`config.mk`:
```
export PLATFORM = sky130hd
export DESIGN_NAME = lcd_stream_pic
export DESIGN_NICKNAME = d
export VERILOG_FILES = /design/src/rtl/lcd_pkg.sv /design/src/rtl/lcd_win_cmd_seq.sv /design/src/rtl/lcd_stream_pic.sv
export SDC_FILE = /design/constraint.sdc
export NUM_CORES = 1
export LEC_CHECK = 0
export ABC_AREA = 1
export CAP_MARGIN = 0
export CORE_MARGIN = 3
export CORE_UTILIZATION = 50
export DETAILED_ROUTE_END_ITERATION = 8
export GPL_TIMING_DRIVEN = 1
export PLACE_DENSITY = 0.72
export SLEW_MARGIN = 20
export SYNTH_ARGS = -nofsm -noshare
export SYNTH_HDL_FRONTEND = slang
export SYNTH_SLANG_ARGS = --single-unit
```
`constraint.sdc`:
```
create_clock -name sys_clk -period 10.1 [get_ports sys_clk]
set_input_delay 3.03 -clock sys_clk [delete_from_list [all_inputs] [get_ports sys_clk]]
set_output_delay 3.03 -clock sys_clk [all_outputs]
set_load 0.02 [all_outputs]
```
`src/rtl/lcd_pkg.sv`:
```
// lcd_pkg: shared definitions for the LCD picture path.
//   - MIPI-DCS command codes used to open a drawing window
//   - RGB565 colour constants
//   - FSM state type of lcd_stream_pic
//   - clip_span(): clips a 1-D window extent against the panel size
package lcd_pkg;

  localparam logic [7:0] CMD_CASET = 8'h2A;
  localparam logic [7:0] CMD_RASET = 8'h2B;
  localparam logic [7:0] CMD_RAMWR = 8'h2C;

  localparam logic [15:0] COLOR_BLACK = 16'h0000;
  localparam logic [15:0] COLOR_WHITE = 16'hFFFF;
  localparam logic [15:0] COLOR_RED   = 16'hF800;
  localparam logic [15:0] COLOR_GREEN = 16'h07E0;
  localparam logic [15:0] COLOR_BLUE  = 16'h001F;

  // Number of bytes in the CASET/RASET/RAMWR preamble.
  localparam int CMD_SEQ_LEN = 11;

  typedef enum logic [2:0] {
    ST_IDLE  = 3'd0,
    ST_CMD   = 3'd1,
    ST_FETCH = 3'd2,
    ST_LATCH = 3'd3,
    ST_WRITE = 3'd4,
    ST_DONE  = 3'd5
  } lcd_state_e;

  // Visible extent of a window starting at org with the requested size,
  // given a panel dimension res. An origin outside the panel gives 0.
  function automatic logic [9:0] clip_span(input logic [9:0] org,
                                           input logic [9:0] size,
                                           input logic [9:0] res);
    logic [9:0] room;
    clip_span = 10'd0;
    room      = 10'd0;
    if (org < res) begin
      room      = res - org;
      clip_span = (size < room) ? size : room;
    end
  endfunction

endpackage

```
`src/rtl/lcd_win_cmd_seq.sv`:
```
// lcd_win_cmd_seq: combinational lookup of the 11-byte window preamble.
//   i_idx          : byte index 0..10
//   i_xs/i_xe      : column start/end address
//   i_ys/i_ye      : row start/end address
//   o_byte         : {is_data, byte}; bit 8 = 0 for command, 1 for parameter
module lcd_win_cmd_seq
  import lcd_pkg::*;
(
  input  logic [3:0]  i_idx,
  input  logic [15:0] i_xs,
  input  logic [15:0] i_xe,
  input  logic [15:0] i_ys,
  input  logic [15:0] i_ye,
  output logic [8:0]  o_byte
);

  always_comb begin
    o_byte = 9'h000;
    case (i_idx)
      4'd0:    o_byte = {1'b0, CMD_CASET};
      4'd1:    o_byte = {1'b1, i_xs[15:8]};
      4'd2:    o_byte = {1'b1, i_xs[7:0]};
      4'd3:    o_byte = {1'b1, i_xe[15:8]};
      4'd4:    o_byte = {1'b1, i_xe[7:0]};
      4'd5:    o_byte = {1'b0, CMD_RASET};
      4'd6:    o_byte = {1'b1, i_ys[15:8]};
      4'd7:    o_byte = {1'b1, i_ys[7:0]};
      4'd8:    o_byte = {1'b1, i_ye[15:8]};
      4'd9:    o_byte = {1'b1, i_ye[7:0]};
      4'd10:   o_byte = {1'b0, CMD_RAMWR};
      default: o_byte = 9'h000;
    endcase
  end

endmodule

```
`src/rtl/lcd_stream_pic.sv`:
```
// lcd_stream_pic: streams a (possibly partial) picture from the UART RX FIFO
// to the shared LCD byte-write engine.
//   sys_clk, sys_rst     : clock, synchronous active-high reset
//   start, abort         : transfer start pulse / synchronous abort
//   win_x/y/w/h          : window origin and size, sampled on accepted start
//   fifo_cnt/rd_en/q     : FIFO fill level, read pulse, read data (1-cycle latency)
//   wr_data/wr_en/done   : byte to writer (bit 8 = data), write request, writer ack
//   busy, done, err      : activity, completion pulse, sticky timeout flag
// Optional feature macro: LCD_PIC_TIMEOUT_EN enables the FIFO starvation
// timeout and the err flag; without it err is constant 0.
module lcd_stream_pic
  import lcd_pkg::*;
#(
  parameter int H_RES         = 240,
  parameter int V_RES         = 320,
  parameter int BYTES_PER_PIX = 2,
  parameter int FIFO_CNT_W    = 10,
  parameter int TIMEOUT_CYC   = 1_000_000
) (
  input  logic                  sys_clk,
  input  logic                  sys_rst,
  input  logic                  start,
  input  logic                  abort,
  input  logic [8:0]            win_x,
  input  logic [8:0]            win_y,
  input  logic [8:0]            win_w,
  input  logic [8:0]            win_h,
  input  logic [FIFO_CNT_W-1:0] fifo_cnt,
  output logic                  fifo_rd_en,
  input  logic [7:0]            fifo_q,
  output logic [8:0]            wr_data,
  output logic                  wr_en,
  input  logic                  wr_done,
  output logic                  busy,
  output logic                  done,
  output logic                  err
);

  localparam logic [9:0] H_RES_10  = 10'(H_RES);
  localparam logic [9:0] V_RES_10  = 10'(V_RES);
  localparam logic [1:0] BYTE_LAST = 2'(BYTES_PER_PIX - 1);
  localparam logic [3:0] CMD_LAST  = 4'(CMD_SEQ_LEN - 1);

  lcd_state_e r_state, w_state_next;

  logic [9:0] r_xs, r_xe, r_ys, r_ye;
  logic [9:0] r_col_last, r_row_last;
  logic [9:0] r_col, r_row;
  logic [1:0] r_byte_idx;
  logic [3:0] r_cmd_idx;
  logic       r_issue;     // high for exactly the first cycle of each write
  logic [8:0] r_wr_data;

  logic [9:0] w_clip_w, w_clip_h;
  logic       w_empty_win, w_start_ok, w_last_byte, w_cmd_last, w_fifo_empty;
  logic       w_timeout;
  logic [8:0] w_cmd_byte;

  assign w_clip_w     = clip_span({1'b0, win_x}, {1'b0, win_w}, H_RES_10);
  assign w_clip_h     = clip_span({1'b0, win_y}, {1'b0, win_h}, V_RES_10);
  assign w_empty_win  = (w_clip_w == 10'd0) || (w_clip_h == 10'd0);
  assign w_start_ok   = start && !abort && (r_state == ST_IDLE);
  assign w_cmd_last   = (r_cmd_idx == CMD_LAST);
  assign w_fifo_empty = (fifo_cnt == '0);
  assign w_last_byte  = (r_byte_idx == BYTE_LAST) && (r_col == r_col_last) &&
                        (r_row == r_row_last);

  lcd_win_cmd_seq u_cmd_seq (
    .i_idx  (r_cmd_idx),
    .i_xs   ({6'd0, r_xs}),
    .i_xe   ({6'd0, r_xe}),
    .i_ys   ({6'd0, r_ys}),
    .i_ye   ({6'd0, r_ye}),
    .o_byte (w_cmd_byte)
  );

  // State register
  always_ff @(posedge sys_clk) begin
    if (sys_rst) r_state <= ST_IDLE;
    else         r_state <= w_state_next;
  end

  // Next-state logic; abort overrides every transition.
  always_comb begin
    w_state_next = r_state;
    if (abort) begin
      w_state_next = ST_IDLE;
    end else begin
      case (r_state)
        ST_IDLE:  if (start) w_state_next = w_empty_win ? ST_DONE : ST_CMD;
        ST_CMD:   if (wr_done && w_cmd_last) w_state_next = ST_FETCH;
        ST_FETCH: begin
          if (!w_fifo_empty)  w_state_next = ST_LATCH;
          else if (w_timeout) w_state_next = ST_IDLE;
        end
        ST_LATCH: w_state_next = ST_WRITE;
        ST_WRITE: if (wr_done) w_state_next = w_last_byte ? ST_DONE : ST_FETCH;
        ST_DONE:  w_state_next = ST_IDLE;
        default:  w_state_next = ST_IDLE;
      endcase
    end
  end

  // Outputs. DONE is treated as not busy so busy falls with the done pulse.
  // The request strobes are gated by abort so nothing leaves in the abort cycle.
  always_comb begin
    busy       = (r_state != ST_IDLE) && (r_state != ST_DONE);
    done       = (r_state == ST_DONE) && !abort;
    fifo_rd_en = (r_state == ST_FETCH) && !w_fifo_empty && !abort;
    wr_en      = r_issue && !abort && ((r_state == ST_CMD) || (r_state == ST_WRITE));
    // During CMD the byte comes straight from the table; the index only moves
    // on wr_done, so the value is held for the whole write.
    wr_data    = (r_state == ST_CMD) ? w_cmd_byte : r_wr_data;
  end

  // Window latch, preamble index, pixel counters and write strobe.
  always_ff @(posedge sys_clk) begin
    if (sys_rst) begin
      r_xs       <= 10'd0;
      r_xe       <= 10'd0;
      r_ys       <= 10'd0;
      r_ye       <= 10'd0;
      r_col_last <= 10'd0;
      r_row_last <= 10'd0;
      r_col      <= 10'd0;
      r_row      <= 10'd0;
      r_byte_idx <= 2'd0;
      r_cmd_idx  <= 4'd0;
      r_issue    <= 1'b0;
      r_wr_data  <= 9'h000;
    end else begin
      r_issue <= 1'b0;
      if (abort) begin
        r_col      <= 10'd0;
        r_row      <= 10'd0;
        r_byte_idx <= 2'd0;
        r_cmd_idx  <= 4'd0;
      end else begin
        case (r_state)
          ST_IDLE: begin
            if (start) begin
              r_xs       <= {1'b0, win_x};
              r_xe       <= {1'b0, win_x} + w_clip_w - 10'd1;
              r_ys       <= {1'b0, win_y};
              r_ye       <= {1'b0, win_y} + w_clip_h - 10'd1;
              r_col_last <= w_clip_w - 10'd1;
              r_row_last <= w_clip_h - 10'd1;
              r_col      <= 10'd0;
              r_row      <= 10'd0;
              r_byte_idx <= 2'd0;
              r_cmd_idx  <= 4'd0;
              r_issue    <= !w_empty_win;
            end
          end
          ST_CMD: begin
            if (wr_done && !w_cmd_last) begin
              r_cmd_idx <= r_cmd_idx + 4'd1;
              r_issue   <= 1'b1;
            end
          end
          ST_LATCH: begin
            r_wr_data <= {1'b1, fifo_q};
            r_issue   <= 1'b1;
          end
          ST_WRITE: begin
            if (wr_done) begin
              // byte_idx carries into col, col carries into row.
              if (r_byte_idx == BYTE_LAST) begin
                r_byte_idx <= 2'd0;
                if (r_col == r_col_last) begin
                  r_col <= 10'd0;
                  r_row <= r_row + 10'd1;
                end else begin
                  r_col <= r_col + 10'd1;
                end
              end else begin
                r_byte_idx <= r_byte_idx + 2'd1;
              end
            end
          end
          default: ;
        endcase
      end
    end
  end

`ifdef LCD_PIC_TIMEOUT_EN
  // Wide enough to hold TIMEOUT_CYC itself for any parameter value.
  localparam int TO_W = $clog2(TIMEOUT_CYC + 1);

  logic [TO_W-1:0] r_to_cnt;
  logic            r_err;

  assign w_timeout = (r_state == ST_FETCH) && w_fifo_empty &&
                     (r_to_cnt == TO_W'(TIMEOUT_CYC - 1));
  assign err       = r_err;

  always_ff @(posedge sys_clk) begin
    if (sys_rst) begin
      r_to_cnt <= '0;
      r_err    <= 1'b0;
    end else begin
      if ((r_state == ST_FETCH) && w_fifo_empty && !abort) r_to_cnt <= r_to_cnt + TO_W'(1);
      else                                                  r_to_cnt <= '0;
      if (w_start_ok)                r_err <= 1'b0;
      else if (w_timeout && !abort)  r_err <= 1'b1;
    end
  end
`else
  logic w_unused_to;

  assign w_timeout   = 1'b0;
  assign err         = 1'b0;
  assign w_unused_to = ^{TIMEOUT_CYC, w_start_ok};
`endif

endmodule

```
==> run summary, run 1 <==
synthesis-stage register bit count = 97
number of buffers and inverters on the critical path = 2
final worst-path setup slack = 2460 ps
Vias = 6,380
area of the mapped netlist = 6880 um^2
worst vdd ir = 85.9 uV
cells after synthesis = 995
Die Outline Area = 15,200 um^2
Async S/R FF share, synth = 0
proportion of synthesized chip area in sequential cells = 0.282
global-route usage over all layers = 0.219
x dimension of the die = 123 um
Worst-Margin Slew = 1040 ps
RSZ-0062 raised after global routing = no
Main synth FF type = sky130_fd_sc_hd__dfxtp_1
most area-consuming cells after synthesis = sky130_fd_sc_hd__dfxtp_1 28%, sky130_fd_sc_hd__ha_1 11%, sky130_fd_sc_hd__inv_1 9.2%, sky130_fd_sc_hd__nand2_1 8.2%, sky130_fd_sc_hd__o21ai_0 6.6%
design area = 8020 um^2
CTS-repair resized insts = 0
final number of max-transition violations = 0
detailed-route DRC error count = 0
fraction of final layout cells sized beyond drive strength 1 = 0.0680
Antenna Nets Post-Route = 0
critical path's slowest cell = sky130_fd_sc_hd__clkdlybuf4s50_1
Max-slew headroom = 0.303
number of ports placed on the die boundary = 73
Hold WS = 430 ps
layout overhead on the synthesized area = 16.5%
highest attainable clock frequency = 131 MHz
average wire per cell in the routed design = 13.1 um
status = finished, final reports clean
type of the worst setup path = primary input to primary output
kind of start point of the critical path = primary input
Clock Pin Slew Worst Setup and Hold Paths = 70 ps
PD cells = 132 nW/um^2
initial antenna violation count = 0
clock period minus final worst setup slack = 7640 ps
series of cell instances along the critical path = clkdlybuf4s50_1, nor4_1, nand2_1, nor3_1, nor3_1, clkdlybuf4s50_1
number of I/O port buffers = 71
critical path data arrival time = 4610 ps
CTS Buf Count = 9
Top Family by Delay on Critical Path = buffers and inverters
commonest non-fill, non-tap cell in the layout = sky130_fd_sc_hd__inv_1
placed standard-cell area = 7730 um^2
number of enable flip-flop cells after synthesis = 0
dpl ws = 2280 ps
number of global-route vias before repair = 5,853
global-route wire length before repair = 26,900 um
class of the most critical hold timing path = flip-flop to flip-flop
leakage power summed over all cells = 3.71 nW
number of failing hold endpoints at the final stage = 0
maximum number of pins on one net before global-route repair = 86
Max-cap violations = 0
H-Tree Depth = 3
maximum number of buffers from clock root to sink = 2
setup violation total in the final timing report = 0
total negative slack for setup checks = 0 ps
clk_skew = 8.57 ps
iteration-0 DRC count of the detailed router = 477
row cnt = 42
Worst path max stage delay = 550 ps
total power consumption of the routed design = 1.06 mW
effective utilization at floorplan = 0.516
die span in y = 123 um
Synthesized Nets = 1,118
element type at the critical path end = primary output
clock sink count = 97
post-synth top area share = 0.282
Final nets = 1,177
via density per instance = 5.17
Final HPWL DP = 12,400 um
WP data required = 7070 ps
final clock period utilization by the worst path = 0.757
detailed-routing iteration count for the pre-antenna-repair pass = 5
most frequent cells in the layout = 168 x sky130_fd_sc_hd__inv_1, 151 x sky130_fd_sc_hd__nand2_1, 97 x sky130_fd_sc_hd__dfxtp_1, 91 x sky130_fd_sc_hd__o21ai_0
final RePlAce weighted congestion = 0.946
post-CTS repair timing setup buffer count = 0
clock latency at the later pin of the worst-skew pair = 350 ps
filler instances = 1,299
cell type contributing the most total cell area after synthesis = sky130_fd_sc_hd__dfxtp_1
clock tree from TritonCTS = yes
Mapped Avg Cell Area = 6.92 um^2
cell chosen for the clock root = sky130_fd_sc_hd__clkbuf_16
total routed wirelength = 16,200 um
antenna cells = 0
residual overflow from global routing = 0
hold bufs inserted after CTS = 0
maximum net fanout on the critical path = 2
count of synthesis-stage warnings from yosys = 0
number of different library cells in the post-synthesis netlist = 52
Floorplan Core Area = 13,300 um^2
-- state kept, by name, indices dropped and copies added (netlist names) --
register / cells
r_byte_idx: 2
r_cmd_idx: 4
r_col: 10
r_col_last: 10
r_issue: 1
r_row: 10
r_row_last: 10
r_state: 3
r_wr_data: 9
r_xe: 10
r_xs: 9
r_ye: 10
r_ys: 9
-- synth_stat cells, drive strengths merged (4+ instances only) --
library cell and number:
a211oi 5, a21oi 88, a31oi 4, buf 7
clkbuf 18, dfxtp 97, ha 62, inv 173
nand2 167, nand3 53, nand3b 6, nand4 10
nor2 101, nor3 23, nor4 7, o2111ai 4
o211ai 4, o21ai 96, xnor2 13, xor2 29
-- worst min-delay path, stage by stage (launching register included) --
cell	delay, ps
sky130_fd_sc_hd__dfxtp_1	310
sky130_fd_sc_hd__inv_1	50
sky130_fd_sc_hd__nor2_1	30
-- cells by family (layout without fill, tap and decap cells) --
logic type | after synthesis | in the layout | share of synthesized area
compound gates | 218 | 218 | 0.176
buf+inv | 200 | 264 | 0.111
flops | 97 | 97 | 0.282
xor+xnor | 42 | 42 | 0.0534
simple gates | 373 | 373 | 0.258
fa+ha+maj | 64 | 64 | 0.119
other cells | 1 | 1 | 0.000545
-- per-stage QoR --
| stage | std cells | util |
|---|---|---|
| detailed placement | 1219 | 0.579 |
| floorplan | 995 | - |
| finish | 1235 | 0.601 |
| global placement | 1219 | 0.579 |
| CTS | 1235 | 0.601 |
| global route | 1235 | 0.601 |
-- worst paths after layout --
path | depth (start not counted) | startpoint | to | slack [ps]
worst max-delay path | 6 | fifo_cnt[5] | fifo_rd_en | 2460
worst min-delay path | 2 | r_byte_idx[1] | r_byte_idx[1] | 430
worst max register to register | 10 | r_state[1] | r_xe[9] | 7240
worst min register to register | 2 | r_byte_idx[1] | r_byte_idx[1] | 430
-- cell type report --
cell class,count,area [um^2],area share
clock buffers,10,239,0.0298
flip-flops and latches,97,1940,0.242
clock inverters,6,50.0,0.00624
well taps,176,220,0.0275
multi-input cells,698,4190,0.522
inverters,175,657,0.0819
repair buffers,73,726,0.0905
-- power breakdown --
part           switching [mW]  leakage, nW  internal [mW]
sequential             0.0119        0.792          0.405
combinational           0.182         2.78          0.121
clock                   0.161        0.141          0.178
-- metal layers --
| metal | track usage | part of all wire |
|---|---|---|
| met1 | 0.319 | 0.52 |
| met2 | 0.341 | 0.43 |
| met3 | 0.0270 | 0.041 |
| met4 | 0.0609 | 0.014 |
| met5 | 0 | 0 |
Power figures use the tool's default switching activity.
==> inputs of run 2 (changes only) <==
--- a/config.mk
+++ b/config.mk
@@ -11,7 +11,7 @@
 export CORE_UTILIZATION = 50
 export DETAILED_ROUTE_END_ITERATION = 8
 export GPL_TIMING_DRIVEN = 1
-export PLACE_DENSITY = 0.72
+export PLACE_DENSITY = 0.75
 export SLEW_MARGIN = 20
 export SYNTH_ARGS = -nofsm -noshare
 export SYNTH_HDL_FRONTEND = slang
==> constraint.sdc (replaced) <==
create_clock -name sys_clk -period 6.93 [get_ports sys_clk]
set_input_delay 2.079 -clock sys_clk [delete_from_list [all_inputs] [get_ports sys_clk]]
set_output_delay 2.079 -clock sys_clk [all_outputs]
set_load 0.02 [all_outputs]
==> run summary, run 2 (synthesized netlist as in run 1, its figures left out) <==
status = finished, final reports clean
residual overflow from global routing = 0 (unchanged)
area of combinational cells with multiple inputs = 4200 um^2 (+0.21%)
average wire per cell in the routed design = 13.1 um (+0.14%)
clock latency at the later pin of the worst-skew pair = 350 ps (about the same)
setup violation total in the final timing report = 0 (unchanged)
hold bufs inserted after CTS = 0 (unchanged)
final RePlAce weighted congestion = 0.958 (+1.2%)
cell chosen for the clock root = sky130_fd_sc_hd__clkbuf_16
initial antenna violation count = 0 (unchanged)
die span in y = 123 um (unchanged)
Reg-to-Reg End = r_cmd_idx[3]
commonest non-fill, non-tap cell in the layout = sky130_fd_sc_hd__inv_1
row cnt = 42 (unchanged)
sequential standard cell area = 1940 um^2 (unchanged)
clk_skew = 8.10 ps (-0.473 ps)
H-Tree Depth = 3 (unchanged)
effective utilization at floorplan = 0.516 (unchanged)
highest attainable clock frequency = 158 MHz
clock sink count = 97 (unchanged)
Antenna Nets Post-Route = 0 (unchanged)
worst vdd ir = 112 uV (+31%)
total negative slack for setup checks = 0 ps (unchanged)
iteration-0 DRC count of the detailed router = 425 (-11%)
antenna cells = 0 (unchanged)
layout overhead on the synthesized area = 17.0%
maximum number of pins on one net before global-route repair = 85 (-1.2%)
depth of the most critical reg-to-reg path = 10 (unchanged)
clock period minus final worst setup slack = 6340 ps
filler instances = 1,310 (+0.85%)
Max-slew headroom = 0.301 (-0.00188)
detailed-routing iteration count for the pre-antenna-repair pass = 7 (+2)
number of global-route vias before repair = 5,957 (+1.8%)
maximum number of buffers from clock root to sink = 2 (unchanged)
switching share of power = 0.330 (-0.00489)
design area = 8060 um^2 (+0.45%)
clock tree from TritonCTS = yes
Clock Pin Slew Worst Setup and Hold Paths = 70 ps (about the same)
Worst path max stage delay = 470 ps (-80 ps)
proportion of power drawn by flip-flops and latches = 0.386 (-0.008)
fraction of final layout cells sized beyond drive strength 1 = 0.0689 (+0.000879)
via density per instance = 5.18 (+0.26%)
class of the most critical hold timing path = flip-flop to flip-flop
final number of max-transition violations = 0 (unchanged)
Crit. Startpoint = win_x[0]
reg2reg start = r_state[0]
leakage power summed over all cells = 3.72 nW (+0.34%)
x dimension of the die = 123 um (unchanged)
RSZ-0062 raised after global routing = no
kind of start point of the critical path = primary input
number of failing hold endpoints at the final stage = 0 (unchanged)
WP data required = 7180 ps (+110 ps)
detailed-route DRC error count = 0 (unchanged)
reported net switching power = 0.521 mW (+47%)
Worst-Margin Slew = 1040 ps (+2.80 ps)
final clock period utilization by the worst path = 0.915
global-route usage over all layers = 0.222 (+0.00277)
placed standard-cell area = 7740 um^2 (about the same)
Final HPWL DP = 12,500 um (+0.38%)
number of ports placed on the die boundary = 73 (unchanged)
power share of the combinational group = 0.283 (-0.004)
CTS Buf Count = 9 (unchanged)
internal power of the cells = 1.05 mW (+50%)
PD cells = 196 nW/um^2 (+48%)
slack of the worst reg-to-reg path = 4370 ps (-2870 ps)
Vias = 6,402 (+0.34%)
total routed wirelength = 16,200 um (+0.22%)
Die Outline Area = 15,200 um^2 (unchanged)
part of the power in the clock network = 0.331 (+0.011)
number of I/O port buffers = 71 (unchanged)
most frequent cells in the layout = 168 x sky130_fd_sc_hd__inv_1, 151 x sky130_fd_sc_hd__nand2_1, 97 x sky130_fd_sc_hd__dfxtp_1, 91 x sky130_fd_sc_hd__o21ai_0
element type at the critical path end = flip-flop
Floorplan Core Area = 13,300 um^2 (unchanged)
critical path's slowest cell = sky130_fd_sc_hd__clkdlybuf4s50_1
Final nets = 1,178 (+0.085%)
maximum net fanout on the critical path = 10 (+8)
global-route wire length before repair = 27,200 um (+1.0%)
CP dominant cell by count = sky130_fd_sc_hd__inv_1
type of the worst setup path = primary input to flip-flop
last element of the critical path = r_xe[9]
Hold WS = 432 ps (+2.52 ps)
Max-cap violations = 0 (unchanged)
critical path data arrival time = 6590 ps (+1980 ps)
-- run 2: cell count changes in the layout (fill, tap and decap cells not counted), sizes merged --
cell    delta
inv        +1
clkbuf     -1
buf        +1
clkinv     -1
bufinv     +1
-- run 2: layout make-up --
| class | instances | share of cell area |
|---|---|---|
| timing repair buffer | 74 | 0.0910 |
| multi-input combinational | 698 | 0.521 |
| clock buffer | 9 | 0.0280 |
| tap | 176 | 0.0273 |
| clock inverter | 7 | 0.0104 |
| inverter | 175 | 0.0815 |
| sequential | 97 | 0.241 |
-- run 2: worst min-delay path by stage --
| stage | start | end | cells after the start |
|---|---|---|---|
| floorplan | r_byte_idx[1] | r_byte_idx[1] | 2 |
| global placement | r_byte_idx[1] | r_byte_idx[1] | 2 |
| detailed placement | r_byte_idx[1] | r_byte_idx[1] | 2 |
| CTS | r_byte_idx[1] | r_byte_idx[1] | 2 |
| global route | r_byte_idx[1] | r_byte_idx[1] | 2 |
| finish | r_byte_idx[1] | r_byte_idx[1] | 2 |
-- run 2: metrics by stage --
step	instances	total power, mW	utilization	setup slack [ps]
2_1_floorplan	995	0.937	-	1040
3_3_place_gp	1220	1.06	0.580	285
3_5_place_dp	1220	1.06	0.580	134
4_1_cts	1236	1.59	0.603	496
5_1_grt	1236	1.68	0.604	65.9
6_report	1236	1.58	0.604	588
-- run 2: layer usage --
| metal | part of all wire | wire length, um | GRT usage |
|---|---|---|---|
| met3 | 0.056 | 911 | 0.0320 |
| met2 | 0.43 | 7040 | 0.348 |
| met1 | 0.49 | 8030 | 0.315 |
| met5 | 0 | 0 | 0 |
| met4 | 0.017 | 272 | 0.0685 |
-- run 2: power groups by stage --
stage	Sequential, mW	Combinational (mW)	Clock [mW]
after floorplan	0.615	0.323	0
after global placement	0.620	0.437	0
after detailed placement	0.620	0.441	0
after CTS	0.607	0.447	0.532
after global routing	0.611	0.513	0.553
final	0.608	0.446	0.521
-- run 2: critical path, delay by kind of cell --
family | cells | cell delay [ps]
compound gates | 5 | 850
xor+xnor | 2 | 230
fa+ha+maj | 5 | 1430
buf+inv | 6 | 870
simple gates | 11 | 1110
-- run 2: repair_timing --
item	CTS	global route
endpoints found under the setup margin	0	1
buffers inserted	0	0
gates resized for setup	0	1
==> inputs of run 3 (changes only) <==
==> constraint.sdc (replaced) <==
create_clock -name sys_clk -period 6.93 [get_ports sys_clk]
set_input_delay 0.693 -clock sys_clk [delete_from_list [all_inputs] [get_ports sys_clk]]
set_output_delay 0.693 -clock sys_clk [all_outputs]
set_load 0.02 [all_outputs]
==> run summary, run 3 (synthesized netlist as in run 1, its figures left out) <==
status = finished, final reports clean
Worst path max stage delay = 530 ps (+60 ps)
clock tree from TritonCTS = yes
H-Tree Depth = 3 (unchanged)
total negative slack for setup checks = 0 ps (unchanged)
Antenna Nets Post-Route = 0 (unchanged)
type of the worst setup path = primary input to flip-flop
kind of start point of the critical path = primary input
maximum number of buffers from clock root to sink = 2 (unchanged)
hold bufs inserted after CTS = 0 (unchanged)
logic depth of the worst path, buffers included = 28 (-3.4%)
worst vdd ir = 136 uV (+22%)
Floorplan Core Area = 13,300 um^2 (unchanged)
total routed wirelength = 16,600 um (+2.5%)
Clock Pin Slew Worst Setup and Hold Paths = 70 ps (about the same)
cell chosen for the clock root = sky130_fd_sc_hd__clkbuf_16
final RePlAce weighted congestion = 0.935 (-2.4%)
Final nets = 1,177 (-0.085%)
total power consumption of the routed design = 1.60 mW (+1.5%)
filler instances = 1,276 (-2.6%)
depth of the most critical reg-to-reg path = 12 (+2)
Hold WS = 429 ps (-3.61 ps)
global-route wire length before repair = 27,400 um (+0.71%)
Crit. Startpoint = win_x[0]
PD cells = 199 nW/um^2 (+1.6%)
critical path data arrival time = 5540 ps (-1050 ps)
clock latency at the later pin of the worst-skew pair = 350 ps (about the same)
maximum net fanout on the critical path = 10 (unchanged)
x dimension of the die = 123 um (unchanged)
layout overhead on the synthesized area = 16.9% (about the same)
instance count after placement with tap cells included = 1,219 (-0.082%)
number of I/O port buffers = 71 (unchanged)
Max-slew headroom = 0.363 (+0.0619)
Die Outline Area = 15,200 um^2 (unchanged)
effective utilization at floorplan = 0.516 (unchanged)
Top Family by Delay on Critical Path = compound AO/OA/AOI/OAI gates
row cnt = 42 (unchanged)
clock sink count = 97 (unchanged)
final number of max-transition violations = 0 (unchanged)
Final HPWL DP = 12,500 um (+0.43%)
Final Non-Filler Cells = 1,235 (-0.081%)
CTS-repair resized insts = 0 (unchanged)
slack of the worst reg-to-reg path = 4110 ps (-260 ps)
residual overflow from global routing = 0 (unchanged)
highest attainable clock frequency = 189 MHz (+20%)
WP data required = 7170 ps (about the same)
initial antenna violation count = 0 (unchanged)
antenna cells = 0 (unchanged)
via density per instance = 5.25 (+1.4%)
post-CTS repair timing setup buffer count = 0 (unchanged)
class of the most critical hold timing path = flip-flop to flip-flop
CTS Buf Count = 9 (unchanged)
Max-cap violations = 0 (unchanged)
setup violation total in the final timing report = 0 (unchanged)
detailed-route DRC error count = 0 (unchanged)
critical path's slowest cell = sky130_fd_sc_hd__clkdlybuf4s50_1
last element of the critical path = r_xe[9]
clk_skew = 7.03 ps (-1.07 ps)
Worst-Margin Slew = 948 ps (-92.2 ps)
number of ports placed on the die boundary = 73 (unchanged)
most frequent cells in the layout = 168 x sky130_fd_sc_hd__inv_1, 151 x sky130_fd_sc_hd__nand2_1, 97 x sky130_fd_sc_hd__dfxtp_1, 91 x sky130_fd_sc_hd__o21ai_0
final clock period utilization by the worst path = 0.765 (-0.150)
element type at the critical path end = flip-flop
Reg-to-Reg End = r_row_last[8]
number of global-route vias before repair = 5,923 (-0.57%)
reg2reg start = r_state[0]
clock period minus final worst setup slack = 5300 ps (-1040 ps)
number of buffers and inverters on the critical path = 5 (-1)
iteration-0 DRC count of the detailed router = 560 (+32%)
detailed-routing iteration count for the pre-antenna-repair pass = 5 (-2)
Vias = 6,489 (+1.4%)
commonest non-fill, non-tap cell in the layout = sky130_fd_sc_hd__inv_1
die span in y = 123 um (unchanged)
number of failing hold endpoints at the final stage = 0 (unchanged)
fraction of final layout cells sized beyond drive strength 1 = 0.0670 (-0.00182)
RSZ-0062 raised after global routing = no
maximum number of pins on one net before global-route repair = 86 (+1.2%)
global-route usage over all layers = 0.223 (+0.00150)
leakage power summed over all cells = 3.72 nW (about the same)
average wire per cell in the routed design = 13.5 um (+2.6%)
## run 3: cell types whose count changed in the layout (fill, tap and decap cells not counted), sizes merged
cell    change
inv         -3
bufinv      +1
buf         -1
clkinv      +1
clkbuf      +1
## run 3: area by class of cell
type	count	area [um^2]	area share
multi-input combinational	698	4190	0.520
sequential	97	1940	0.241
timing repair buffer	73	726	0.0901
inverter	175	657	0.0816
clock buffer	10	229	0.0284
tap	176	220	0.0274
clock inverter	6	90.1	0.0112
## run 3: how the worst min path moves through the flow
stage | startpoint | endpoint | cells after the start
CTS | r_byte_idx[1] | r_byte_idx[1] | 2
floorplan | r_byte_idx[1] | r_byte_idx[1] | 2
global route | r_byte_idx[1] | r_byte_idx[1] | 2
finish | r_byte_idx[1] | r_byte_idx[1] | 2
detailed placement | r_byte_idx[1] | r_byte_idx[1] | 2
global placement | r_byte_idx[1] | r_byte_idx[1] | 2
## run 3: worst min-delay path, delay by kind of cell (launching register included)
family,cells,cell delay (ps)
buf+inv,1,50
simple gates,1,30
flops,1,310
## run 3: routing by layer
| layer | wire [um] | GRT usage | vias to the layer above |
|---|---|---|---|
| met1 | 8130 | 0.317 | 2925 |
| met3 | 1030 | 0.0403 | 17 |
| met5 | 0 | 0 | - |
| met4 | 286 | 0.0768 | 0 |
| li1 | - | - | 3382 |
| met2 | 7200 | 0.341 | 165 |
## run 3: power by group
| part | internal [mW] | switching, mW |
|---|---|---|
| Sequential | 0.590 | 0.0182 |
| Combinational | 0.177 | 0.270 |
| Clock | 0.318 | 0.226 |
| Total | 1.08 | 0.514 |
## run 3: metrics by stage
step / area, um^2 / util / worst slack [ps]
after floorplan: 6880 / - / 2420
after global placement: 7730 / 0.579 / 1610
after detailed placement: 7730 / 0.579 / 1400
after CTS: 8050 / 0.603 / 1680
after global routing: 8050 / 0.603 / 1140
final: 8050 / 0.603 / 1630
